===== config.mk =====
export PLATFORM = sky130hd
export DESIGN_NAME = tpu_serial_host
export DESIGN_NICKNAME = d
export VERILOG_FILES = /design/src/rtl/tpu_pkg.sv /design/src/rtl/tpu_shift_reg.sv /design/src/rtl/tpu_serial_host.sv
export SDC_FILE = /design/constraint.sdc
export NUM_CORES = 1
export LEC_CHECK = 0
export CORE_UTILIZATION = 49
export CTS_BUF_LIST = sky130_fd_sc_hd__clkbuf_8
export DETAILED_ROUTE_END_ITERATION = 10
export GPL_TIMING_DRIVEN = 0
export PLACE_DENSITY = 0.81
export SETUP_SLACK_MARGIN = 0.15
export SLEW_MARGIN = 25
export SYNTH_ARGS = -nofsm -noshare
export SYNTH_HDL_FRONTEND = slang
export SYNTH_SLANG_ARGS = --single-unit

===== constraint.sdc =====
create_clock -name s_clk -period 1.9 [get_ports s_clk]
set_clock_uncertainty 0.1 [all_clocks]
set_input_delay 0.19 -clock s_clk [delete_from_list [all_inputs] [get_ports s_clk]]
set_output_delay 0.19 -clock s_clk [all_outputs]
set_load 0.01 [all_outputs]

===== src/rtl/tpu_pkg.sv =====
// tpu_pkg: shared FSM states, WRITE/READ opcodes and frame-length helper for the TPU serial host
package tpu_pkg;
  typedef enum logic [2:0] {IDLE, SHIFT, UPDATE, CAPTURE, RESP} state_t;
  localparam logic OP_WRITE = 1'b1;
  localparam logic OP_READ = 1'b0;
  function automatic int frame_len(input int n, input int k);
    return 1 + $clog2(k) + n;
  endfunction
endpackage


===== src/rtl/tpu_shift_reg.sv =====
// tpu_shift_reg: W-bit PISO/SIPO shift register (clk, rst_n sync low, load d, shift MSB-out/sin-in, q)
module tpu_shift_reg #(
  parameter int W = 8
) (
  input  logic         clk,
  input  logic         rst_n,
  input  logic         load,
  input  logic         shift,
  input  logic         sin,
  input  logic [W-1:0] d,
  output logic [W-1:0] q
);
  always_ff @(posedge clk)
    if (!rst_n) q <= '0;
    else if (load) q <= d;
    else if (shift) q <= {q[W-2:0], sin};
endmodule


===== src/rtl/tpu_serial_host.sv =====
// tpu_serial_host: req/rsp register host serialising {write,addr,data} frames to a TPU (tpu_sin/tpu_update out, tpu_sout in); reads only with TPU_HOST_READ_EN
module tpu_serial_host
  import tpu_pkg::*;
#(
  parameter int N = 8,
  parameter int K = 16,
  localparam int AW = $clog2(K)
) (
  input  logic          s_clk,
  input  logic          s_rst_n,
  input  logic          req_valid,
  output logic          req_ready,
  input  logic          req_write,
  input  logic [AW-1:0] req_addr,
  input  logic [N-1:0]  req_wdata,
  output logic          rsp_valid,
  input  logic          rsp_ready,
  output logic [N-1:0]  rsp_rdata,
  output logic          rsp_err,
  output logic          busy,
  output logic          tpu_update,
  output logic          tpu_sin,
  input  logic          tpu_sout
);
  localparam int F = frame_len(N, K);
  localparam int CW = $clog2(F + 1);
  localparam logic [CW-1:0] LAST_SHIFT = CW'(F - 1);
  state_t state;
  logic [CW-1:0] cnt;
  logic err_q, bad, load, shift, sin, unused_q;
  logic [F-1:0] frame, q;
  assign frame = {req_write, req_addr, req_write == OP_WRITE ? req_wdata : N'(0)};
  assign load = state == IDLE && req_valid;
  assign unused_q = ^q[F-2:N];
`ifdef TPU_HOST_READ_EN
  localparam logic [CW-1:0] LAST_CAP = CW'(N - 1);
  logic wr_q;
  assign bad = 32'(req_addr) >= K;
  assign shift = state == SHIFT || state == CAPTURE;
  assign sin = state == CAPTURE && tpu_sout;
`else
  logic unused_sout;
  assign unused_sout = tpu_sout;
  assign bad = 32'(req_addr) >= K || req_write == OP_READ;
  assign shift = state == SHIFT;
  assign sin = 1'b0;
`endif
  tpu_shift_reg #(.W(F)) u_sr (
    .clk  (s_clk),
    .rst_n(s_rst_n),
    .load (load),
    .shift(shift),
    .sin  (sin),
    .d    (bad ? '0 : frame),
    .q    (q)
  );
  assign req_ready = state == IDLE;
  assign busy = state != IDLE;
  assign tpu_update = state == UPDATE;
  assign tpu_sin = state == SHIFT && q[F-1];
  assign rsp_valid = state == RESP;
  assign rsp_err = rsp_valid && err_q;
  assign rsp_rdata = rsp_valid ? q[N-1:0] : '0;
  always_ff @(posedge s_clk)
    if (!s_rst_n) begin
      state <= IDLE;
      cnt <= '0;
      err_q <= 1'b0;
`ifdef TPU_HOST_READ_EN
      wr_q <= 1'b0;
`endif
    end else
      case (state)
        IDLE: if (req_valid) begin
          state <= bad ? RESP : SHIFT;
          err_q <= bad;
          cnt <= '0;
`ifdef TPU_HOST_READ_EN
          wr_q <= req_write;
`endif
        end
        SHIFT: begin
          state <= cnt == LAST_SHIFT ? UPDATE : SHIFT;
          cnt <= cnt == LAST_SHIFT ? '0 : cnt + 1'b1;
        end
`ifdef TPU_HOST_READ_EN
        UPDATE: state <= wr_q == OP_WRITE ? RESP : CAPTURE;
        CAPTURE: begin
          state <= cnt == LAST_CAP ? RESP : CAPTURE;
          cnt <= cnt == LAST_CAP ? '0 : cnt + 1'b1;
        end
`else
        UPDATE: state <= RESP;
`endif
        RESP: if (rsp_ready) state <= IDLE;
        default: state <= IDLE;
      endcase
endmodule


==> summary.md, run 1 <==
| Metric | Value |
|---|---|
| Clock sink total | `21` |
| Final Net Count | `193` |
| CP max FO | `10` |
| Synthesized instance count | `137` |
| RSZ-0062 raised after global routing | `true` |
| Hold-fix buffers, CTS | `0` |
| Final setup fails | `0` |
| Tcrit/Tclk final | `0.903` |
| Clock latency on the worst-skew pair | `0.26 ns` |
| Status | `complete, no violations` |
| Worst VDD drop | `0.557 mV` |
| Final Util | `0.706` |
| Static Leakage | `0.631 nW` |
| Synth Cell Area | `0.00115 mm2` |
| DIE WIDTH | `50.4 um` |
| Max-Cap Viols | `0` |
| Ports | `32` |
| Crit path DAT | `1.43 ns` |
| Crit path kind | `reg -> out` |
| Top-area cell type share of the netlist area | `0.366` |
| PD cells | `682 mW/mm2` |
| Vias post-DR | `1,190` |
| Slew headroom | `0.705` |
| Setup TNS | `0 ns` |
| Starting Density | `0.519` |
| CP Data Required Time | `1.61 ns` |
| Maximum clock insertion buffer count | `2` |
| Count of different cell masters after synthesis | `30` |
| Row cnt | `17` |
| Final hold vios | `0` |
| Die Span Y | `50.4 um` |
| Seq/Total Area, Yosys | `0.366` |
| Yosys warns | `0` |
| Wire per inst | `15.2 um` |
| Maximum clock rate | `583 MHz` |
| Yosys top cell by area | `dfxtp_1` |
| Type of origin of the critical path | `flop` |
| Vias in the first global route | `1,083` |
| Detail Placement HPWL | `2140 um` |
| CTS Root Cell | `clkbuf_8` |
| Diode count | `0` |
| Slew Limit Fails | `0` |
| Initial DRC count | `27` |
| CTS tree | `yes` |
| First-pass GRT wire length | `4890 um` |
| Setup crit end kind | `output pin` |
| Mapped Nets | `157` |
| # port buffers | `30` |
| Reg clk slew, reported paths | `0.08 ns` |
| HP Class | `reg -> reg` |
| Final worst path period need | `1.72 ns` |
| Die area | `0.00254 mm2` |
| Largest cells by area after synthesis | `dfxtp_1 (37%), a311oi_1 (9.2%), a21oi_1 (7.0%)` |
| CTS Buf Count | `3` |
| Mapped Avg Cell Area | `8.38 um2` |
| Largest net degree at the start of global routing | `13` |
| Core region area | `0.00221 mm2` |
| Share of cells above drive strength 1 | `0.151` |
| Vias per inst | `5.95` |
| Total GRT Usage | `0.260` |
| Worst Max-Slew Pin Slew | `0.443 ns` |
| Commonest cells after routing, fill and taps aside | `dfxtp_1 (21), a21oi_1 (16), clkdlybuf4s50_1 (16), nand3_1 (14)` |
| Initial antenna violation count | `0` |
| DRC Markers | `0` |
| H-tree depth | `1` |
| Area Growth Syn to Fin | `35.9%` |
| Power, Total | `1.06 mW` |
| Most common cell after layout, fill and taps aside | `dfxtp_1` |
| First-pass DRT Iterations | `4` |
| GP Congestion | `0.845` |
| Gr ovfl total | `0` |
| Antenna Nets Post-Route | `0` |
| #FFs+latches synth | `21` |
| DRT Wirelength | `3030 um` |
state kept, by name, summed over array words and instances (netlist names):
name	flops
cnt	4
state	3
u_sr.q	13
err_q	1
cell usage after synthesis:
master	number
dfxtp_1	21
a21oi_1	16
nand3_1	14
a311oi_1	12
nand2_1	12
and3_1	10
o21ai_0	7
inv_1	5
nor2_1	5
buf_6	4
clkbuf_1	4
buf_2	3
a211oi_1	2
and2_1	2
ha_1	2
mux2i_1	2
nand3b_1	2
or2_2	2
a22oi_1	1
a31oi_1	1
and4_1	1
clkbuf_8	1
clkinv_1	1
nand4b_1	1
nor3_1	1
nor3b_1	1
nor3b_2	1
nor4_1	1
nor4b_4	1
or4b_4	1
critical path, stage by stage, from the launching register on:
cell and delay, ns:
dfxtp_1 0.31, buf_6 0.14, nor2_4 0.12, clkbuf_8 0.17, and3_1 0.15, dlygate4sd2_1 0.26
logic make-up after synthesis:
| kind of cell | synth area share |
|---|---|
| DFF | 0.366 |
| and+or+nand+nor | 0.281 |
| buffers and inverters | 0.0969 |
| adders and majority gates | 0.0218 |
| AOI/OAI and AO/OA | 0.217 |
| muxes | 0.0174 |
stage by stage:
stage                     std cells  worst slack [ns]  hold slack [ns]  cell area [um2]
after global placement          195           -0.0387            0.370             1480
after floorplan                 137             0.397            0.228             1150
after detailed placement        195           -0.0711            0.376             1480
final                           200             0.184            0.395             1560
after CTS                       200             0.147            0.387             1560
after global routing            200             0.124            0.416             1560
what timing repair did:
action | CTS | global route
gates cloned | 0 | 0
pin swaps | 1 | 0
resized for setup | 26 | 13
setup buffers | 1 | 0
setup endpoints to repair | 14 | 20
report_power, final:
part	total, mW	internal (mW)	switching (mW)
logic	0.269	0.131	0.138
registers	0.497	0.475	0.0217
clock network	0.298	0.146	0.152
routing by layer:
layer  track usage  vias to the layer above  wire length [um]
li1              -                      578                 -
met1         0.336                      568              1340
met2         0.416                       40              1490
met3        0.0424                        4               162
met4         0.130                        0                34
met5             0                        -                 0
final cells by class:
cell class | count | area, um2
sequential | 21 | 420
buffer | 12 | 108
clock inverter | 1 | 5.00
clock buffer | 3 | 41.3
timing repair buffer | 31 | 285
inverter | 6 | 22.5
multi-input combinational | 98 | 644
tap | 28 | 35.0
fill | 200 | 651
final timing paths:
kind              slack [ns]       from           end  cells past startpoint
hold reg to reg         0.39  u_sr.q[9]    u_sr.q[10]                      2
hold / removal          0.39  u_sr.q[9]    u_sr.q[10]                      2
setup / recovery        0.18   state[0]  rsp_rdata[0]                      5
setup reg to reg        0.27   state[0]     u_sr.q[1]                      5
Note: power is estimated with default switching activity, not from simulation.
==> run 2, diff against run 1 <==
--- a/config.mk
+++ b/config.mk
@@ -11,6 +11,7 @@
 export GPL_TIMING_DRIVEN = 0
 export PLACE_DENSITY = 0.81
 export SETUP_SLACK_MARGIN = 0.15
+export SKIP_LAST_GASP = 1
 export SLEW_MARGIN = 25
 export SYNTH_ARGS = -nofsm -noshare
 export SYNTH_HDL_FRONTEND = slang
==> run 2 against run 1 <==
Effect of this change: power is 0.56% higher; highest routed layer unchanged; sequential power is essentially flat; die area is the same; fmax is 0.21% lower; final area grew 0.40%; combinational power about the same.
==> summary.md, run 2 (synthesis gave the netlist of run 1 again) <==
| Metric | Value |
|---|---|
| Multi-input logic area | `644 um2 (unchanged)` |
| RSZ-0062 raised after global routing | `false` |
| Gr ovfl total | `0 (unchanged)` |
| Clock latency on the worst-skew pair | `0.26 ns (about the same)` |
| Reg clk slew, reported paths | `0.08 ns (about the same)` |
| Final hold vios | `0 (unchanged)` |
| Max-Cap Viols | `0 (unchanged)` |
| Biggest register | `u_sr.q` |
| # port buffers | `30 (unchanged)` |
| Tcrit/Tclk final | `0.905 (+0.00190)` |
| R2R setup slack | `0.28 ns (about the same)` |
| Crit path kind | `reg -> out` |
| GP Congestion | `0.845 (unchanged)` |
| First-pass DRT Iterations | `4 (unchanged)` |
| Worst Max-Slew Pin Slew | `0.449 ns (+0.00602 ns)` |
| Worst VDD drop | `0.560 mV (+0.51%)` |
| Area Growth Syn to Fin | `36.5%` |
| Wire per inst | `15.4 um (+1.5%)` |
| Vias post-DR | `1,178 (-1.0%)` |
| Starting Density | `0.519 (unchanged)` |
| DIE WIDTH | `50.4 um (unchanged)` |
| Grt met3 use | `0.0394 (-0.00303)` |
| First-pass GRT wire length | `4840 um (-1.1%)` |
| Status | `complete, no violations` |
| CTS tree | `yes` |
| Die Span Y | `50.4 um (unchanged)` |
| DRT Wirelength | `3080 um (+1.5%)` |
| Storage cell area | `420 um2 (unchanged)` |
| R2R Path Start | `state[0]` |
| Slew Limit Fails | `0 (unchanged)` |
| Largest net degree at the start of global routing | `13 (unchanged)` |
| Largest regs | `u_sr.q x13, cnt x4, state x3` |
| H-tree depth | `1 (unchanged)` |
| Maximum clock rate | `582 MHz (-0.21%)` |
| Die area | `0.00254 mm2 (unchanged)` |
| Type of origin of the critical path | `flop` |
| DRC Markers | `0 (unchanged)` |
| CP startpoint | `state[0]` |
| Most common cell after layout, fill and taps aside | `dfxtp_1` |
| Final setup fails | `0 (unchanged)` |
| Commonest cells after routing, fill and taps aside | `dfxtp_1 (21), a21oi_1 (16), clkdlybuf4s50_1 (16), nand3_1 (14)` |
| CP Data Required Time | `1.61 ns (about the same)` |
| Number of flip-flops in the largest register | `13 (unchanged)` |
| Final worst path period need | `1.72 ns (+0.00361 ns)` |
| Busiest layer in global routing | `met2` |
| Ports | `32 (unchanged)` |
| Vias per inst | `5.89 (-1.0%)` |
| Setup crit end kind | `output pin` |
| Initial DRC count | `27 (unchanged)` |
| Global-route met1 utilization | `0.333 (-0.00374)` |
| Clock sink total | `21 (unchanged)` |
| Post-DP Area | `0.00148 mm2 (unchanged)` |
| Static Leakage | `0.656 nW (+4.0%)` |
| CTS Buf Count | `3 (unchanged)` |
| WHS | `0.386 ns (-0.00874 ns)` |
| CTS Root Cell | `clkbuf_8` |
| Diode count | `0 (unchanged)` |
| Antenna Nets Post-Route | `0 (unchanged)` |
| Total GRT Usage | `0.258 (-0.00191)` |
| HP Class | `reg -> reg` |
| Share of cells above drive strength 1 | `0.157 (+0.00581)` |
| Final instance area | `0.00157 mm2 (+0.40%)` |
| Initial antenna violation count | `0 (unchanged)` |
| Hold-fix buffers, CTS | `0 (unchanged)` |
| Detail Placement HPWL | `2140 um (unchanged)` |
| Met2 usage | `0.416 (unchanged)` |
| PD cells | `683 mW/mm2 (+0.16%)` |
| Vias in the first global route | `1,078 (-0.46%)` |
| Fillers | `197 (-1.5%)` |
| Maximum clock insertion buffer count | `2 (unchanged)` |
| Core region area | `0.00221 mm2 (unchanged)` |
| CP max FO | `10 (unchanged)` |
| Slew headroom | `0.701 (-0.00402)` |
| Row cnt | `17 (unchanged)` |
| Final Net Count | `193 (unchanged)` |
| Crit path DAT | `1.43 ns (about the same)` |
| Hold Startpoint | `u_sr.q[9]` |
run 2: final cells by class:
class                      count  area share
multi-input combinational     98       0.411
sequential                    21       0.268
timing repair buffer          31       0.184
buffer                        12      0.0710
clock buffer                   3      0.0263
tap                           28      0.0223
inverter                       6      0.0144
clock inverter                 1     0.00319
run 2: power by group:
part / total (mW) / internal (mW) / switching, mW
clock: 0.302 / 0.146 / 0.155
combinational: 0.272 / 0.133 / 0.138
sequential: 0.498 / 0.475 / 0.0222
total: 1.07 / 0.755 / 0.316
run 2: path summary, 6_finish.rpt:
check | to | depth (start not counted)
setup / recovery | rsp_rdata[1] | 5
hold / removal | u_sr.q[10] | 2
setup reg to reg | u_sr.q[12] | 5
hold reg to reg | u_sr.q[10] | 2
run 2: routing by layer:
metal | wire length, um | vias up
li1 | - | 575
met5 | 0 | -
met3 | 156 | 4
met1 | 1390 | 561
met2 | 1500 | 38
met4 | 34 | 0
run 2: what timing repair did:
action / in CTS / in global routing
endpoints found under the setup margin: 14 / 22
gates resized for setup: 23 / 18
setup buffers: 1 / 0
pin swaps: 1 / 0
gates cloned: 0 / 0
run 2: metrics by stage:
stage                     setup slack [ns]  setup TNS [ns]  cells  utilization  power, mW
final                                0.180               0    200        0.709       1.07
after global routing                 0.142               0    200        0.709       1.12
after CTS                         -0.00792        -0.00792    200        0.703       1.07
after detailed placement           -0.0711          -0.105    195        0.671      0.764
after global placement             -0.0387         -0.0437    195        0.671      0.757
after floorplan                      0.397               0    137            -      0.661
run 2: worst max-delay path: stages (launching register included):
cell	delay (ns)
dfxtp_1	0.31
buf_6	0.14
nor2_4	0.12
clkbuf_8	0.17
and3_1	0.15
dlygate4sd2_1	0.26
